$ cat src/rtl/r32m_pkg.sv
// r32m_pkg: shared RV32M divider opcodes, FSM state type and iteration count.
package r32m_pkg;
    localparam logic [1:0] DIVC  = 2'd0;
    localparam logic [1:0] DIVUC = 2'd1;
    localparam logic [1:0] REMC  = 2'd2;
    localparam logic [1:0] REMUC = 2'd3;
    localparam int DIV_ITERS = 32;
    typedef enum logic [1:0] {IDLE, ITER, FIX, DONE} div_state_t;
endpackage

$ cat src/rtl/div_step_r32m.sv
// div_step_r32m: one combinational restoring-division step.
module div_step_r32m (
    input  logic [31:0] i_rem,
    input  logic [31:0] i_quo,
    input  logic [31:0] i_divisor,
    output logic [31:0] o_rem,
    output logic [31:0] o_quo
);
    logic [32:0] w_shift;
    logic        w_ge;
    always_comb begin
        w_shift = {i_rem, i_quo[31]};
        w_ge    = w_shift >= {1'b0, i_divisor};
        o_rem   = w_ge ? 32'(w_shift - {1'b0, i_divisor}) : w_shift[31:0];
        o_quo   = {i_quo[30:0], w_ge};
    end
endmodule

$ cat src/rtl/div_sequencer_r32m.sv
// div_sequencer_r32m: multi-cycle DIV/DIVU/REM/REMU controller with
// divide-by-zero and signed-overflow fast paths.
module div_sequencer_r32m
    import r32m_pkg::*;
#(
    parameter int dataW = 32
) (
    input  logic             clk,
    input  logic             nRst,
    input  logic             start,
    input  logic             flush,
    input  logic [1:0]       divCode,
    input  logic [dataW-1:0] DivD,
    input  logic [dataW-1:0] DivI,
    output logic             ready,
    output logic             busy,
    output logic             done,
    output logic [dataW-1:0] result
);
    div_state_t  r_state;
    logic [4:0]  r_cnt;
    logic [31:0] r_rem, r_quo, r_dvs;
    logic        r_is_rem, r_neg_q, r_neg_r;
    logic [31:0] w_rem, w_quo, w_mag_d, w_mag_i, w_fast;
    logic        w_acc, w_sgn, w_rem_op, w_dz, w_ovf;

    assign ready    = r_state == IDLE || r_state == DONE;
    assign busy     = r_state == ITER || r_state == FIX;
    assign done     = r_state == DONE;
    assign w_acc    = start && ready && !flush;
    assign w_sgn    = divCode == DIVC || divCode == REMC;
    assign w_rem_op = divCode == REMC || divCode == REMUC;
    // -0x8000_0000 wraps to itself, which is the correct unsigned magnitude
    assign w_mag_d  = (w_sgn && DivD[31]) ? -DivD : DivD;
    assign w_mag_i  = (w_sgn && DivI[31]) ? -DivI : DivI;
    assign w_dz     = DivI == '0;
    assign w_ovf    = w_sgn && DivD == 32'h8000_0000 && DivI == 32'hFFFF_FFFF;
    assign w_fast   = w_dz ? (w_rem_op ? DivD : 32'hFFFF_FFFF)
                           : (w_rem_op ? 32'h0 : 32'h8000_0000);

    div_step_r32m u_step (
        .i_rem     (r_rem),
        .i_quo     (r_quo),
        .i_divisor (r_dvs),
        .o_rem     (w_rem),
        .o_quo     (w_quo)
    );

    always_ff @(posedge clk or negedge nRst) begin
        if (!nRst) begin
            r_state  <= IDLE;
            r_cnt    <= '0;
            r_rem    <= '0;
            r_quo    <= '0;
            r_dvs    <= '0;
            r_is_rem <= 1'b0;
            r_neg_q  <= 1'b0;
            r_neg_r  <= 1'b0;
            result   <= '0;
        end else if (flush) begin
            r_state <= IDLE;
        end else if (w_acc) begin
            r_is_rem <= w_rem_op;
            r_neg_q  <= w_sgn && (DivD[31] ^ DivI[31]);
            r_neg_r  <= w_sgn && DivD[31];
            r_cnt    <= '0;
            r_rem    <= '0;
            r_quo    <= w_mag_d;
            r_dvs    <= w_mag_i;
            r_state  <= (w_dz || w_ovf) ? DONE : ITER;
            if (w_dz || w_ovf)
                result <= w_fast;
        end else if (r_state == ITER) begin
            r_rem   <= w_rem;
            r_quo   <= w_quo;
            r_cnt   <= r_cnt + 5'd1;
            r_state <= (r_cnt == 5'(DIV_ITERS - 1)) ? FIX : ITER;
        end else if (r_state == FIX) begin
            result  <= r_is_rem ? (r_neg_r ? -r_rem : r_rem) : (r_neg_q ? -r_quo : r_quo);
            r_state <= DONE;
        end else begin
            r_state <= IDLE;
        end
    end
endmodule

$ cat config.mk
export PLATFORM = sky130hd
export DESIGN_NAME = div_sequencer_r32m
export DESIGN_NICKNAME = d
export VERILOG_FILES = /design/src/rtl/r32m_pkg.sv /design/src/rtl/div_step_r32m.sv /design/src/rtl/div_sequencer_r32m.sv
export SDC_FILE = /design/constraint.sdc
export NUM_CORES = 1
export LEC_CHECK = 0
export ABC_CLOCK_PERIOD_IN_PS = 4300
export BUFFER_PORTS_ARGS = -buffer_cell sky130_fd_sc_hd__buf_2
export CORE_MARGIN = 2
export CORE_UTILIZATION = 35
export CTS_CLUSTER_DIAMETER = 100
export DETAILED_ROUTE_END_ITERATION = 8
export MAX_ROUTING_LAYER = met4
export RECOVER_POWER = 100
export SYNTH_ARGS = -nofsm -noshare
export SYNTH_HDL_FRONTEND = slang
export SYNTH_SLANG_ARGS = --single-unit
export TNS_END_PERCENT = 100
$ cat constraint.sdc
create_clock -name clk -period 4.3 [get_ports clk]
set_input_delay 0.86 -clock clk [delete_from_list [all_inputs] [get_ports clk]]
set_output_delay 0.86 -clock clk [all_outputs]
set_load 0.005 [all_outputs]
# Word-level counts from Yosys, hierarchy flattened
# Cells that the tools add are included.
[classes] n_addsub=6 n_lt_le_gt_ge=1 eq_ne=10 muxes=25 n_bitwise=2 n_reduce_logical=21
[ops] op="$mux W32" n=17
[ops] op="$neg A32 Y32" n=4
[ops] op="$eq A32 B32 Y1 const B" n=2
[ops] op="$ge A33 B32 Y1" n=1
[ops] op="$logic_not A32 Y1" n=1
[ops] op="$sub A32 B32 Y32" n=1
[ops] op="$mux W2" n=6
[ops] op="$mux W5" n=2
[ops] op="$eq A2 B2 Y1 const B" n=4
[ops] op="$logic_and A1 B1 Y1" n=7
[ops] op="$add A5 B1 Y5 const B" n=1
[ops] op="$eq A5 B5 Y1 const B" n=1
[ops] op="$logic_or A1 B1 Y1" n=5
[ops] op="$logic_not A2 Y1" n=2
[ops] op="$reduce_and A2 Y1" n=2
[ops] op="$reduce_and A4 Y1" n=1
[ops] op="$reduce_bool A2 Y1" n=2
[ops] op="$eq A2 B1 Y1 const B" n=1
[ops] op="$ne A2 B1 Y1 const B" n=1
[ops] op="$ne A2 B2 Y1 const B" n=1
[ops] op="$logic_not A1 Y1" n=1
[ops] op="$not A1 Y1" n=1
[ops] op="$xor A1 B1 Y1" n=1
[totals] reg_bits=138 output_inout_bits=35 elab_cells=74

# Logic depth before layout (Yosys ltp)
# Gate-level depths: netlist of the first run.
[depth] ltp_word=8 depth_mapped=12 depth_no_buf=12

# By module
# From an unflattened synthesis of the first run, not the netlist that was laid out.
[hier_totals] hier_cells=1420 area_unflattened_um2=11683.7
[by_module_without_submodules] mod="div_sequencer_r32m" instances=1 cells_per_inst=1065 area_per_inst_um2=9112.5 seq_area_each_um2=3453.3
[by_module_without_submodules] mod="div_step_r32m" instances=1 cells_per_inst=355 area_per_inst_um2=2571.2 seq_area_each_um2=0.0

# Least setup slack after synthesis of the first run
# OpenSTA, ideal clock, no wires.
[synth_timing] path_type="input-to-reg" from="in DivI[2]" to="reg result[15]" setup_ps=122 t_arrival_ps=2892 setup_slack_ps=1286 stages=9 cell_sequence="nor4_1 -> and3_1 -> and4b_2 -> nand3_4 -> o211ai_1 -> nand2b_1 -> clkbuf_1 -> clkbuf_1 -> a32o_1"
[synth_between] elab_chain_cells=5
[synth_lines] item="from (decl)" line="div_sequencer_r32m.sv:14" rtl="input logic [dataW-1:0] DivI,"
[synth_lines] item="$eq A32 B32 Y1" line="div_sequencer_r32m.sv:37" rtl="assign w_ovf = w_sgn && DivD == 32'h8000_0000 && DivI == 32'hFFFF_FFFF;"
[synth_lines] item="$logic_and A1 B1 Y1" line="div_sequencer_r32m.sv:37"
[synth_lines] item="$logic_or A1 B1 Y1" line="div_sequencer_r32m.sv:71" rtl="if (w_dz || w_ovf)"
[synth_lines] item="$ne A2 B1 Y1 (no line)"
[synth_lines] item="$reduce_and A4 Y1 (no line)"
[synth_lines] item="to (signal assigned)" line="div_sequencer_r32m.sv:72" rtl="result <= w_fast;"
[synth_lines] item="to (signal assigned)" line="div_sequencer_r32m.sv:79" rtl="result <= r_is_rem ? (r_neg_r ? -r_rem : r_rem) : (r_neg_q ? -r_quo : r_quo);"
[synth_lines] item="to (decl)" line="div_sequencer_r32m.sv:18" rtl="output logic [dataW-1:0] result"
# Several ways; a longest one is shown, not always the timed one. The select of a mux whose other input is x is not followed.
# A chain may end at the register's enable or synchronous reset.

# Worst setup path in the final report of the first run
[layout_timing] from="in DivD[27]" to="reg result[15]"
[layout_between] elab_chain_cells=6
[layout_lines] item="from (decl)" line="div_sequencer_r32m.sv:13" rtl="input logic [dataW-1:0] DivD,"
[layout_lines] item="$eq A32 B32 Y1" line="div_sequencer_r32m.sv:37"
[layout_lines] item="$logic_and A1 B1 Y1 (2 in a row)" line="div_sequencer_r32m.sv:37"
[layout_lines] item="$logic_or A1 B1 Y1" line="div_sequencer_r32m.sv:71"
[layout_lines] item="$ne A2 B1 Y1 (no line)"
[layout_lines] item="$reduce_and A4 Y1 (no line)"
# No other way between the ends.

==> results by group, run 1 <==
Status
  • Status: complete, but fails checks
  • Violated checks: max-capacitance violations, max-slew violations

CTS
  • H-tree level count: 4
  • Post-CTS Hold Buffers: 0
  • Clock root cell: clkbuf_16
  • CTS tree: yes
  • Clk_lat worst skew: 430 ps
  • Post-cts gate resize count: 0
  • Inserted Clock Buffers: 17
  • CTS Buffer Depth: 2
  • TritonCTS Sinks: 138
  • Clock-pin transition on the worst setup and hold timing paths: 60 ps
  • Post-CTS setup buffer count: 0

Floorplanning
  • Starting Density: 35.3%
  • Full die area: 32100 um2
  • Number of cell rows: 64
  • Core area: 30400 um2
  • Height of the chip: 179 um
  • I/O pin total: 105
  • Die width: 179 um

Cells and area
  • # diodes: 0
  • # nets final: 1529
  • Fill count: 3201
  • Area of the multi-input gates: 6750 um2
  • Area growth from synthesis to layout: 14.0%
  • FF+latch area: 3450 um2
  • Share of post-route cells with drive strength above 1: 10.3%

Detailed routing
  • Vias/cell: 5.59
  • Vias: 10200
  • WL per Instance: 17.9 um
  • Final ANT Viol Nets: 0
  • DRT Pass-1 Iters: 7
  • Iter 0 DRT Violations: 869
  • DRT Wirelength: 32700 um
  • # DRC: 0

Global route
  • Vias in the first global route: 9408
  • GRT overflow: 0
  • Antenna violations before repair: 0
  • First-pass GRT wire length: 51800 um
  • Largest net degree at the start of global routing: 98
  • Gr usage total: 21.1%

Timing
  • # setup viols final: 0
  • Worst-margin pin slew: 2610 ps
  • Fmax: 0.267 GHz
  • Setup repair after global routing missed its margin: false
  • Final Hold Fails: 0
  • TNS Setup: 0 ps
  • Worst rel slew slack: -74.0%
  • Clock Skew: 8.39 ps
  • Minimum clock period: 3740 ps
  • Max-slew violations: 98
  • Final cycle utilization of the critical path: 87.1%

Synthesis
  • Syn nets: 1477
  • Post-synthesis cell type count: 67
  • Yosys reg bits: 138
  • Area leader, netlist: dfrtp_1
  • Post-synth top area share: 32.1%
  • Yosys warns: 0
  • Ys async rst share: 100%
  • Ys flop type: dfrtp_1
  • Number of flops mapped to enable cells by yosys: 0
  • Top cells by area, synth: dfrtp_1 32%, o21ai_0 8.8%, xnor2_1 6.3%
  • Avg Inst Size Synth: 7.88 um2
  • Post-Synthesis Cells: 1364
  • Post-Synthesis Cell Area: 10700 um2
  • Seq/Total Area, Yosys: 32.1%

Placement
  • IO Port Bufs: 104
  • GP Congestion: 0.895
  • DPL Wire Length: 24300 um

Setup path
  • Worst Setup Start Kind: primary input
  • Element type at the critical path end: flip-flop
  • Crit path required time: 4620 ps
  • Worst EP arrival: 4070 ps
  • Crit-path max FO: 25
  • Critical path type: in2reg

Run
  • Total of max-cap violations: 2

Hold path
  • Min-Delay Path Class: reg2reg

Power
  • Power per standard cell area: 870 nW/um2
  • Overall Power: 10600 uW
  • Worst vdd ir: 0.417 mV
  • Leak Pwr: 0.00519 uW
-- cell type report --
type / instances / share of cell area [%]
timing repair buffer: 122 / 5.10
inverter: 61 / 1.87
tap: 396 / 4.05
clock buffer: 22 / 3.96
sequential: 138 / 28.2
multi-input combinational: 1076 / 55.1
clock inverter: 10 / 1.73
-- per-stage QoR --
stage	cell area (um2)	std cells	setup WS [ps]	hold slack [ps]	util, %
after floorplan	10700	1364	1290	450	-
after global placement	11600	1793	343	448	38.1
after detailed placement	11600	1793	354	453	38.1
after CTS	12300	1825	790	466	40.4
after global routing	12200	1825	327	497	40.2
final	12200	1825	557	466	40.2
-- flip-flops by register name (all words and copies together), names as in the netlist --
| signal | flops |
|---|---|
| r_state | 2 |
| r_rem | 32 |
| r_cnt | 5 |
| r_neg_r | 1 |
| r_is_rem | 1 |
| r_quo | 32 |
| r_neg_q | 1 |
| r_dvs | 32 |
| result | 32 |
-- cell usage in the layout, fill, tap and decap left out, drive strengths merged, types with 5 or more instances in the layout --
master,netlist,routed
nor3,25,25
or4,13,13
ha,42,42
o31ai,23,23
a32oi,11,11
dfrtp,138,138
nor2b,11,11
a21oi,94,94
mux2i,6,6
o22ai,9,9
a31oi,11,11
a211oi,10,10
o21ai,197,197
a22oi,30,30
nand2b,16,16
o211ai,13,13
a21o,15,15
nor4,18,18
xor2,67,67
o41ai,17,17
clkbuf,77,51
bufinv,0,6
o221ai,7,7
inv,61,61
and3,8,8
buf,12,93
or3,9,9
o21bai,5,5
nand3,16,16
nand2,174,174
xnor2,77,77
nor2,80,80
nand4,26,26
o21a,6,6
-- worst paths after layout --
path | from | to | slack, ps | cells past startpoint
worst max-delay path | DivD[27] | result[15]$_DFFE_PN0P_ | 560 | 9
worst min-delay path | result[13]$_DFFE_PN0P_ | result[13]$_DFFE_PN0P_ | 470 | 2
worst max register to register | r_state[0]$_DFF_PN0_ | r_rem[20]$_DFFE_PN0P_ | 700 | 8
worst min register to register | result[13]$_DFFE_PN0P_ | result[13]$_DFFE_PN0P_ | 470 | 2
max in group asynchronous | nRst | r_dvs[10]$_DFFE_PN0P_ | 950 | 2
min in group asynchronous | nRst | result[0]$_DFFE_PN0P_ | 1210 | 1
-- cell families after synthesis --
| logic type | count (synthesis) | share of synthesized area, % |
|---|---|---|
| AOI/OAI and AO/OA | 469 | 26.7 |
| muxes | 9 | 0.873 |
| xor gates and xnor gates | 144 | 11.7 |
| and+or+nand+nor | 411 | 18.1 |
| buffers and inverters | 150 | 5.38 |
| DFF | 138 | 32.1 |
| adders and majority gates | 43 | 5.08 |
-- power by group --
| part | switching, uW | internal, uW | total, uW |
|---|---|---|---|
| Clock | 614 | 1150 | 1770 |
| Combinational | 3720 | 2500 | 6220 |
| Sequential | 805 | 1860 | 2660 |
| Total | 5140 | 5510 | 10600 |
-- cells in the mapped netlist, types with 15 or more instances --
cell / count
xnor2_1: 77
inv_1: 61
ha_1: 42
o41ai_1: 16
nand2b_1: 16
nor2_1: 80
nand4_1: 26
xor2_1: 67
nand3_1: 15
a21oi_1: 93
nor3_1: 25
dfrtp_1: 138
nand2_1: 174
o21ai_0: 189
clkbuf_1: 77
o31ai_1: 22
a22oi_1: 30
nor4_1: 18
a21o_1: 15
-- routing by layer --
layer | wire length [um] | GRT usage [%] | vias to the layer above
li1 | - | - | 5025
met1 | 15900 | 29.7 | 4784
met2 | 14200 | 31.7 | 340
met3 | 2010 | 3.18 | 44
met4 | 563 | 5.65 | 0
met5 | 0 | - | -
-- critical path: stages --
cell      delay, ps
clkbuf_1        120
or4_1           600
or3_1           370
nor2_1          390
nand4_1         400
o211ai_1        360
nand2b_2        320
clkbuf_1        360
a32o_1          280
Power figures use the tool's default switching activity.
==> inputs of run 2 (changes only) <==
--- a/config.mk
+++ b/config.mk
@@ -12,6 +12,7 @@
 export CTS_CLUSTER_DIAMETER = 100
 export DETAILED_ROUTE_END_ITERATION = 8
 export MAX_ROUTING_LAYER = met4
+export PLACE_DENSITY = 0.62
 export RECOVER_POWER = 100
 export SYNTH_ARGS = -nofsm -noshare
 export SYNTH_HDL_FRONTEND = slang
==> run 2 against run 1 <==
- the run still ends with max-capacitance violations, max-slew violations left
- clock-buffer cell count down 2
- flip-flop and latch count unchanged
- maximum frequency down 1.9%
- routed wire length up 0.75%
- largest power group unchanged
==> results by group, run 2 (same netlist as run 1, synthesis figures left out) <==
Status
  • Status: complete, but fails checks
  • Violated checks: max-capacitance violations, max-slew violations

Global route
  • Gr usage total: 21.5%
  • Busiest grt layer: met2
  • Met1 global-route usage: 30.5%
  • Largest net degree at the start of global routing: 94
  • First-pass GRT wire length: 52800 um
  • Vias in the first global route: 9629
  • Routing usage on met3: 2.52%
  • Antenna violations before repair: 0
  • M2 GR Usage: 32.4%
  • GRT overflow: 0

Power
  • Switching share of total power: 49.6%
  • Power per standard cell area: 858 nW/um2
  • Clock share of power: 14.7%
  • Sw power: 5160 uW
  • Worst vdd ir: 0.415 mV
  • Combinational Power Share: 59.5%
  • Reg power frac: 25.8%
  • Leak Pwr: 0.00511 uW
  • Internal Power: 5250 uW

Timing
  • Fmax: 0.262 GHz
  • TNS Setup: 0 ps
  • Clock Skew: 12.5 ps
  • Minimum clock period: 3810 ps
  • Max-slew violations: 94
  • Setup WS post-layout: 486 ps
  • Worst rel slew slack: -63.1%
  • Worst-margin pin slew: 2450 ps
  • Setup repair after global routing missed its margin: false
  • Final Hold Fails: 0
  • # setup viols final: 0
  • WHS: 469 ps
  • Final cycle utilization of the critical path: 88.7%

CTS
  • Inserted Clock Buffers: 17
  • Post-CTS Hold Buffers: 0
  • CTS Buffer Depth: 2
  • Clk_lat worst skew: 430 ps
  • Post-cts gate resize count: 0
  • H-tree level count: 4
  • Post-CTS setup buffer count: 0
  • CTS tree: yes
  • TritonCTS Sinks: 138
  • Clock root cell: clkbuf_16
  • Clock-pin transition on the worst setup and hold timing paths: 60 ps

Detailed routing
  • Vias: 10300
  • Iter 0 DRT Violations: 812
  • DRT Pass-1 Iters: 5
  • WL per Instance: 18.0 um
  • DRT Wirelength: 32900 um
  • Final ANT Viol Nets: 0
  • # DRC: 0
  • Vias/cell: 5.65

Setup path
  • Worst R2R Path Depth: 8
  • Element type at the critical path end: flip-flop
  • Worst Setup Start Kind: primary input
  • Critical path type: in2reg
  • Reg2reg end: r_rem[18]$_DFFE_PN0P_
  • Worst EP arrival: 4090 ps
  • Slowest cell on crit path: or4_1
  • R2R setup slack: 580 ps
  • Reg-to-reg startpoint: r_state[0]$_DFF_PN0_
  • Most used cell, CP: clkbuf_1
  • Crit path required time: 4580 ps
  • Crit-path max FO: 17
  • Worst path max stage delay: 600 ps
  • CP Cell Sequence: clkbuf_1 > or4_1 > or3_1 > nor2_1 > nand4_1 > o211ai_1 > nand2b_1 > clkbuf_1 > nand2_1 > o41ai_1

Floorplanning
  • Height of the chip: 179 um
  • I/O pin total: 105
  • Die width: 179 um
  • Number of cell rows: 64
  • Full die area: 32100 um2
  • Core area: 30400 um2
  • Starting Density: 35.3%

Cells and area
  • Fill count: 3191
  • Area growth from synthesis to layout: 12.9%
  • # diodes: 0
  • Most common cell after layout, fill and taps aside: o21ai_0
  • Most frequent cells in the layout: 194 x o21ai_0, 174 x nand2_1, 138 x dfrtp_1
  • Share of post-route cells with drive strength above 1: 9.80%
  • # nets final: 1529

Hold path
  • Hold Startpoint: result[13]$_DFFE_PN0P_
  • Hold Path Depth: 2
  • Hold EP: result[13]$_DFFE_PN0P_
  • Min-Delay Path Class: reg2reg

Placement
  • Pre-CTS setup slack: 384 ps
  • GP Congestion: 0.963
  • IO Port Bufs: 104
  • DPL Wire Length: 24800 um

Run
  • Total of max-cap violations: 1
[run 2: worst max path at each step]
stage	cells past startpoint	slack, ps	end	start
final	10	490	result[31]$_DFFE_PN0P_	DivD[26]
after global routing	8	290	r_rem[31]$_DFFE_PN0P_	r_state[0]$_DFF_PN0_
after CTS	9	840	result[22]$_DFFE_PN0P_	DivD[27]
after detailed placement	9	380	result[22]$_DFFE_PN0P_	DivD[27]
after global placement	9	380	result[22]$_DFFE_PN0P_	DivD[27]
after floorplan	9	1290	result[15]$_DFFE_PN0P_	DivI[2]
[run 2: per-layer routing]
metal | vias up | share of wire, %
li1 | 5024 | -
met1 | 4917 | 48
met2 | 324 | 44
met3 | 40 | 6.3
met4 | 0 | 1.7
met5 | - | 0
[run 2: metrics by stage]
step	std cells	power, uW	cell area (um2)	util (%)
3_5_place_dp	1793	8880	11600	38.1
6_report	1825	10400	12100	39.9
5_1_grt	1825	11300	12100	39.9
3_3_place_gp	1793	8800	11600	38.1
2_1_floorplan	1364	7170	10700	-
4_1_cts	1825	10400	12200	40.1
[run 2: cell type report]
class	instances	area, um2	share of cell area, %
multi-input cells	1076	6740	55.6
flip-flops and latches	138	3450	28.5
repair buffers	122	602	4.96
well taps	396	495	4.09
clock buffers	20	467	3.85
inverters	61	229	1.89
clock inverters	12	138	1.13
[run 2: power by group through the flow]
stage | Sequential (uW) | Clock (uW) | Combinational, uW
after floorplan | 2330 | 0 | 4840
after CTS | 2660 | 1550 | 6230
final | 2680 | 1530 | 6190
after global routing | 2780 | 1610 | 6930
after detailed placement | 2680 | 0 | 6200
after global placement | 2640 | 0 | 6150
[run 2: critical path, delay by kind of cell]
family	cells	cell delay, ps
AO/OA/AOI/OAI	2	400
AND/OR/NAND/NOR	6	2270
buffers and inverters	2	560
==> inputs of run 3 (changes only) <==
==> constraint.sdc (replaced) <==
create_clock -name clk -period 4.3 [get_ports clk]
set_input_delay 0.645 -clock clk [delete_from_list [all_inputs] [get_ports clk]]
set_output_delay 0.645 -clock clk [all_outputs]
set_load 0.005 [all_outputs]
==> run 3 against run 2 <==
- the run still ends with max-capacitance violations, max-slew violations left
- final cell count fell by 0.11%
- die area unchanged
- sequential power about the same
- final area up 0.45%
- clock skew shrank 0.98 ps
- core utilization grew 0.18 points
- register-to-register slack got worse by 20 ps
- first-iteration DRC count rose by 7.8%
- clock power up 12%
- via count fell by 0.26%
- worst hold slack better by 2.3 ps
==> results by group, run 3 (same netlist as run 1, synthesis figures left out) <==
Cells and area
  • Most frequent cells in the layout: 193 x o21ai_0, 174 x nand2_1, 138 x dfrtp_1
  • # diodes: 0
  • Most common cell after layout, fill and taps aside: o21ai_0
  • Non-Filler Instances: 1823
  • # nets final: 1527
  • Share of post-route cells with drive strength above 1: 9.81%
  • Area growth from synthesis to layout: 13.4%
  • Cell area after layout: 12200 um2

Placement
  • DPL Wire Length: 24600 um
  • Inst Count DP: 1791
  • Pre-CTS setup slack: 584 ps
  • Post-DP Area: 11600 um2
  • GP Congestion: 0.900
  • IO Port Bufs: 104

Timing
  • Minimum clock period: 3790 ps
  • TNS Setup: 0 ps
  • Clock Skew: 11.5 ps
  • Setup WS post-layout: 511 ps
  • # setup viols final: 0
  • Setup repair after global routing missed its margin: false
  • Fmax: 0.264 GHz
  • Worst-margin pin slew: 2260 ps
  • Final cycle utilization of the critical path: 88.1%
  • Max-slew violations: 86
  • Worst rel slew slack: -50.9%
  • Final Hold Fails: 0

CTS
  • Clock root cell: clkbuf_16
  • TritonCTS Sinks: 138
  • Clock-pin transition on the worst setup and hold timing paths: 60 ps
  • CTS Buffer Depth: 2
  • Post-CTS Hold Buffers: 0
  • Post-CTS setup buffer count: 0
  • Post-cts gate resize count: 0
  • CTS tree: yes
  • H-tree level count: 4
  • Clk_lat worst skew: 430 ps
  • Inserted Clock Buffers: 17

Setup path
  • Element type at the critical path end: flip-flop
  • Worst EP arrival: 4100 ps
  • Crit path required time: 4610 ps
  • Crit-path max FO: 24
  • Critical path type: in2reg
  • Worst Setup Start Kind: primary input

Status
  • Status: complete, but fails checks
  • Violated checks: max-capacitance violations, max-slew violations

Power
  • Leak Pwr: 0.00515 uW
  • Power per standard cell area: 871 nW/um2
  • Worst vdd ir: 0.444 mV
  • Overall Power: 10600 uW

Global route
  • Gr usage total: 21.3%
  • Largest net degree at the start of global routing: 86
  • GRT overflow: 0
  • Vias in the first global route: 9705
  • Antenna violations before repair: 0
  • First-pass GRT wire length: 52300 um

Floorplanning
  • Full die area: 32100 um2
  • Core area: 30400 um2
  • Number of cell rows: 64
  • Starting Density: 35.3%
  • Height of the chip: 179 um
  • Die width: 179 um
  • I/O pin total: 105

Detailed routing
  • DRT Pass-1 Iters: 5
  • DRT Wirelength: 32800 um
  • Iter 0 DRT Violations: 875
  • Vias: 10300
  • Vias/cell: 5.64
  • Final ANT Viol Nets: 0
  • WL per Instance: 18.0 um
  • # DRC: 0

Run
  • Total of max-cap violations: 2

Hold path
  • Min-Delay Path Class: reg2reg
## run 3: worst paths after layout
kind / start / endpoint / slack, ps / depth (start not counted)
min: result[13]$_DFFE_PN0P_ / result[13]$_DFFE_PN0P_ / 470 / 2
max: DivD[27] / result[22]$_DFFE_PN0P_ / 510 / 9
min in group asynchronous: nRst / r_quo[7]$_DFFE_PN0P_ / 870 / 1
min reg2reg: result[13]$_DFFE_PN0P_ / result[13]$_DFFE_PN0P_ / 470 / 2
max reg2reg: r_state[1]$_DFF_PN0_ / r_quo[3]$_DFFE_PN0P_ / 560 / 7
max in group asynchronous: nRst / r_rem[8]$_DFFE_PN0P_ / 1100 / 2
## run 3: per-layer routing
metal  part of all wire (%)  GRT usage [%]
met3                    6.7           3.58
met4                    2.5           6.89
met2                     43           32.1
met5                      0              -
met1                     47           28.9
## run 3: where the power goes
part	switching [uW]	leakage, uW	total [uW]	internal, uW
combinational	3720	0.00305	6220	2500
sequential	828	0.00177	2690	1860
clock	596	0.000332	1710	1110
## run 3: cell type report
type                       instances  area [um2]
clock buffer                      19         453
clock inverter                    13         221
fill                            3164       18200
inverter                          61         229
multi-input combinational       1076        6730
sequential                       138        3450
tap                              396         495
timing repair buffer             120         596
## run 3: metrics by stage
stage	utilization, %	hold WS, ps
3_3_place_gp	38.1	446
4_1_cts	40.4	332
5_1_grt	40.0	481
3_5_place_dp	38.1	457
6_report	40.0	472
2_1_floorplan	-	349
## run 3: critical path: stages
cell      delay (ps)
clkbuf_1         120
or4_1            600
or3_1            360
nor2_1           430
nand4_1          420
o211ai_1         320
nand2b_1         430
clkbuf_2         430
mux2_2           350
